==> src/rtl/cds_sampler.sv <==
// Correlated double sampler for a linear CCD: captures reset and signal levels
// after each phase edge and emits their saturating difference with line position.
module cds_sampler #(
  parameter int ADC_W        = 12,
  parameter int SETTLE       = 2,
  parameter int PIX_PER_LINE = 3648
) (
  input  logic             clk,
  input  logic             rst,
  input  logic             enable,
  input  logic             phi_p,
  input  logic             phi_l2,
  input  logic             phi_r,
  input  logic [ADC_W-1:0] adc_data,
  output logic [ADC_W-1:0] pixel_data,
  output logic             pixel_valid,
  output logic [11:0]      pixel_index,
  output logic             line_end,
  output logic             overrun
);

  typedef enum logic [2:0] {
    IDLE   = 3'd0,
    ARM    = 3'd1,
    SET_R  = 3'd2,
    WAIT_L = 3'd3,
    SET_S  = 3'd4
  } state_t;

  localparam logic [3:0]  SETTLE_LD = 4'(SETTLE - 1);
  localparam logic [11:0] LAST_PIX  = 12'(PIX_PER_LINE - 1);

  state_t           state_q, state_d;
  logic [3:0]       cnt_q, cnt_d;
  logic [ADC_W-1:0] rlvl_q, rlvl_d;
  logic [11:0]      pix_cnt_q, pix_cnt_d;
  logic [ADC_W-1:0] data_q, data_d;
  logic             valid_q, valid_d;
  logic [11:0]      idx_q, idx_d;
  logic             le_q, le_d;
  logic             ovr_q, ovr_d;
  logic             phi_r_q, phi_l2_q, phi_p_q, en_q;

  logic             fall_r, fall_l2, rise_p, en_rise;
  logic             emit, ovr_set;
  logic [ADC_W-1:0] diff;

  assign fall_r  = phi_r_q & ~phi_r;
  assign fall_l2 = phi_l2_q & ~phi_l2;
  assign rise_p  = ~phi_p_q & phi_p;
  assign en_rise = enable & ~en_q;

  // A signal level above the reset level is noise/clipping, not negative light.
  assign diff = (adc_data > rlvl_q) ? '0 : (rlvl_q - adc_data);

  always_comb begin
    state_d = state_q;
    cnt_d   = cnt_q;
    rlvl_d  = rlvl_q;
    emit    = 1'b0;
    ovr_set = 1'b0;
    if (!enable) begin
      state_d = IDLE;
    end else begin
      case (state_q)
        IDLE: state_d = ARM;
        ARM: begin
          if (fall_r) begin
            state_d = SET_R;
            cnt_d   = SETTLE_LD;
          end
        end
        SET_R: begin
          if (cnt_q == 4'd0) begin
            rlvl_d  = adc_data;
            state_d = WAIT_L;
          end else begin
            cnt_d = cnt_q - 4'd1;
          end
        end
        WAIT_L: begin
          if (fall_r) begin
            ovr_set = 1'b1;
            state_d = SET_R;
            cnt_d   = SETTLE_LD;
          end else if (fall_l2) begin
            state_d = SET_S;
            cnt_d   = SETTLE_LD;
          end
        end
        SET_S: begin
          // An early reset fall wins over a pending capture: the pixel is lost.
          if (fall_r) begin
            ovr_set = 1'b1;
            state_d = SET_R;
            cnt_d   = SETTLE_LD;
          end else if (cnt_q == 4'd0) begin
            emit    = 1'b1;
            state_d = ARM;
          end else begin
            cnt_d = cnt_q - 4'd1;
          end
        end
        default: state_d = IDLE;
      endcase
    end
  end

  always_comb begin
    data_d  = emit ? diff : data_q;
    valid_d = emit;
    idx_d   = emit ? pix_cnt_q : idx_q;
    le_d    = emit && (pix_cnt_q == LAST_PIX);
    ovr_d   = en_rise ? 1'b0 : (ovr_q | ovr_set);
    pix_cnt_d = pix_cnt_q;
    if (rise_p) begin
      pix_cnt_d = 12'd0;
    end else if (emit) begin
      pix_cnt_d = (pix_cnt_q == LAST_PIX) ? 12'd0 : (pix_cnt_q + 12'd1);
    end
  end

  always_ff @(posedge clk or posedge rst) begin
    if (rst) begin
      state_q   <= IDLE;
      cnt_q     <= 4'd0;
      rlvl_q    <= '0;
      pix_cnt_q <= 12'd0;
      data_q    <= '0;
      valid_q   <= 1'b0;
      idx_q     <= 12'd0;
      le_q      <= 1'b0;
      ovr_q     <= 1'b0;
      phi_r_q   <= 1'b0;
      phi_l2_q  <= 1'b0;
      phi_p_q   <= 1'b0;
      en_q      <= 1'b0;
    end else begin
      state_q   <= state_d;
      cnt_q     <= cnt_d;
      rlvl_q    <= rlvl_d;
      pix_cnt_q <= pix_cnt_d;
      data_q    <= data_d;
      valid_q   <= valid_d;
      idx_q     <= idx_d;
      le_q      <= le_d;
      ovr_q     <= ovr_d;
      phi_r_q   <= phi_r;
      phi_l2_q  <= phi_l2;
      phi_p_q   <= phi_p;
      en_q      <= enable;
    end
  end

  assign pixel_data  = data_q;
  assign pixel_valid = valid_q;
  assign pixel_index = idx_q;
  assign line_end    = le_q;
  assign overrun     = ovr_q;

endmodule

==> config.mk <==
export PLATFORM = sky130hd
export DESIGN_NAME = cds_sampler
export DESIGN_NICKNAME = d
export VERILOG_FILES = /design/src/rtl/cds_sampler.sv
export SDC_FILE = /design/constraint.sdc
export NUM_CORES = 1
export LEC_CHECK = 0
export CAP_MARGIN = 5
export CORE_UTILIZATION = 30
export CTS_BUF_LIST = sky130_fd_sc_hd__clkbuf_4 sky130_fd_sc_hd__clkbuf_8
export DETAILED_ROUTE_END_ITERATION = 12
export GPL_TIMING_DRIVEN = 1
export PLACE_DENSITY = 0.59
export SYNTH_ARGS = -nofsm -noshare
export SYNTH_HDL_FRONTEND = slang
export SYNTH_SLANG_ARGS = --single-unit
==> constraint.sdc <==
create_clock -name clk -period 2.4 [get_ports clk]
set_clock_uncertainty 0.15 [all_clocks]
set_input_delay 0.6 -clock clk [delete_from_list [all_inputs] [get_ports clk]]
set_output_delay 0.6 -clock clk [all_outputs]
set_load 0.1 [all_outputs]
==> impl_metrics.py <==
metrics = {
    "outcome": {
        "status": "finished, final reports clean",
    },
    "power": {
        "internal_power_uw": 2070,
        "seq_power_share_pct": 38.8,
        "swShare_pct": 32.4,
        "p_leak_uw": 0.00225,
        "power_density_nw_per_um2": 657,
        "ir_drop_mv": 0.347,
        "p_clk_share_pct": 26.1,
        "power_switching_uw": 991,
        "p_comb_share_pct": 35.1,
    },
    "clocking": {
        "clkSinkCount": 62,
        "cts_tree": "done",
        "cts_buffers": 9,
        "clk_pin_slew_ns": 0.07,
        "root_buffer": "clkbuf_8",
        "htreeDepth": 3,
        "cts_buffer_depth": 2,
        "clock_latency_ns": 0.34,
    },
    "critical_path": {
        "critPathMaxFanout": 8,
        "arrival_ns": 2.41,
        "cp-end-kind": "register",
        "path_class": "primary input to register",
        "startpoint_type": "primary input",
        "r2r_setup_slack_ns": 0.12,
        "cp.required_ns": 2.47,
    },
    "sta": {
        "slew_headroom_pct": 70.9,
        "finalMaxSlewViolations": 0,
        "tightest_slew_ns": 0.436,
        "setup-violations-final": 0,
        "hold_violations": 0,
        "worst_hold_slack_ns": 0.336,
        "max_freq_ghz": 0.428,
        "final.min_clock_period_ns": 2.34,
        "fin_crit_sh_pct": 97.3,
    },
    "floorplanning": {
        "num_rows": 38,
        "io_pins": 45,
        "die_w_um": 108,
        "dieArea_um2": 11600,
        "core_um2": 10800,
        "die_h_um": 108,
        "start_util_pct": 30.9,
    },
    "global_routing": {
        "grt_remaining_overflow": 0,
        "grt_pass1_wl_um": 13200,
        "antenna_found_initial": 0,
        "grt_pass1_vias": 2831,
        "grt_max_degree": 63,
        "grt_usage_pct": 14.6,
    },
    "synthesis": {
        "syn-cell-area_um2": 3350,
        "synth_edf_count": 0,
        "avgSynthCellArea_um2": 9.44,
        "ys_seq_area_share_pct": 46.3,
        "synthDistinctLibCells": 51,
        "synth_async_sr_flop_share_pct": 100,
        "synth_cells": 355,
        "yosys_register_bits": 62,
        "synth_warnings": 0,
        "synthFlopType": "dfrtp_1",
        "syn_nets": 388,
    },
    "worst_hold_path": {
        "hold_path_class": "register to register",
    },
    "placement": {
        "portBuffers": 44,
        "gp_congestion": 0.841,
        "dp_hpwl_um": 5730,
        "post_dp_cell_area_um2": 4240,
    },
    "route": {
        "dr.first_iter.drc_count": 95,
        "wl_per_cell_um": 13.4,
        "drc": 0,
        "routed_wl_um": 8020,
        "vias_per_cell": 4.80,
        "dr.pass1.iters": 4,
        "dr_total_vias": 2870,
        "ant_nets": 0,
    },
    "final_layout": {
        "layout_commonest_cell": "buf_4",
        "antenna_cells": 0,
        "fin_nets": 486,
        "syn2layout_area_growth_pct": 38.9,
        "drive_gt1_share_pct": 34.1,
        "final_cell_mix": "80 x buf_4, 62 x dfrtp_1, 48 x nand2_1",
        "final_area_um2": 4650,
    },
    "flow_run": {
        "maxCapViolCount": 0,
    },
}
-- stage by stage --
step	utilization, %	std cells	power, uW	setup slack, ns	setup TNS [ns]
5_1_grt	42.9	598	3260	-0.00234	-0.00234
2_1_floorplan	-	355	1730	-0.00427	-0.00829
4_1_cts	41.2	593	2950	0.0125	0
3_3_place_gp	39.1	576	2060	-0.613	-8.17
6_report	42.9	598	3060	0.0637	0
3_5_place_dp	39.1	576	2080	-0.654	-9.01
-- final cells by class --
| class | count | area, um2 |
|---|---|---|
| Clock buffer | 11 | 145 |
| Clock inverter | 5 | 25.0 |
| Fill cell | 1079 | 6190 |
| Inverter | 22 | 82.6 |
| Multi-Input combinational cell | 258 | 1850 |
| Sequential cell | 62 | 1550 |
| Tap cell | 140 | 175 |
| Timing Repair Buffer | 100 | 821 |
-- layer usage --
layer	vias to the layer above	wire, um	GRT usage, %
li1	1449	-	-
met1	1366	3770	18.8
met2	46	3900	23.7
met3	9	255	3.45
met4	0	93	4.99
met5	-	0	0
-- flip-flops by register name, summed over array words and instances (netlist names) --
name / count
pix_cnt_q: 12
pixel_data: 12
pixel_index: 12
rlvl_q: 12
cnt_q: 4
state_q: 3
en_q: 1
line_end: 1
overrun: 1
phi_l2_q: 1
phi_p_q: 1
phi_r_q: 1
pixel_valid: 1
-- synth_stat cells (all sizes together) (3+ instances only) --
cell type  number  area, um2
a21o            3       22.5
a21oi          15       75.1
a31oi           5       31.3
and2            3       20.0
and3            3       18.8
buf             4       48.8
clkbuf          9       33.8
dfrtp          62       1550
ha             14        175
inv            22       82.6
mux2           13        146
nand2          49        184
nand2b          7       43.8
nand3          11       55.1
nand3b          5       50.1
nand4           5       37.5
nor2           22       82.6
nor2b           4       25.0
nor3            3       15.0
o211ai          3       22.5
o21a            6       45.0
o21ai          45        225
o22ai           3       18.8
o31ai           4       30.0
or3             4       25.0
xnor2           4       35.0
xor2            5       43.8
-- what timing repair did --
| item | CTS | global route |
|---|---|---|
| setup endpoints to repair | 12 | 15 |
| hold buffers | 0 | 0 |
| pin swaps | 13 | 12 |
| buffers inserted | 1 | 5 |
| resized for setup | 14 | 34 |
-- cell families (layout without fill, tap and decap cells) --
logic type	Yosys count	after routing	share of synthesized area, %
simple gates	127	127	19.5
buf+inv	35	138	4.93
fa+ha+maj	15	15	5.83
compound gates	94	94	16.7
mux	13	13	4.37
xor+xnor	9	9	2.35
flops	62	62	46.3
-- worst paths after layout --
check / start / to / cells past startpoint
worst max-delay path: adc_data[2] / pixel_data[3]$_DFFE_PP0P_ / 8
worst min-delay path: rlvl_q[10]$_DFFE_PP0P_ / rlvl_q[10]$_DFFE_PP0P_ / 2
worst max register to register: rlvl_q[0]$_DFFE_PP0P_ / pixel_data[3]$_DFFE_PP0P_ / 9
worst min register to register: rlvl_q[10]$_DFFE_PP0P_ / rlvl_q[10]$_DFFE_PP0P_ / 2
max in group asynchronous: rst / phi_l2_q$_DFF_PP0_ / 3
min in group asynchronous: rst / pix_cnt_q[7]$_DFFE_PP0P_ / 3
-- power by group through the flow --
stage          combinational [uW]  clock, uW  sequential (uW)
6_report                     1080        797             1190
4_1_cts                       932        838             1180
5_1_grt                      1190        876             1190
3_5_place_dp                  889          0             1190
3_3_place_gp                  873          0             1190
2_1_floorplan                 530          0             1200
-- critical path: stages --
cell and delay (ns):
clkdlybuf4s50_1 0.45, inv_1 0.07, ha_4 0.26, a211oi_4 0.26, o21ai_2 0.08, a221o_2 0.50
nand3_1 0.12, nand2_1 0.06
Note: power is estimated with default switching activity, not from simulation.
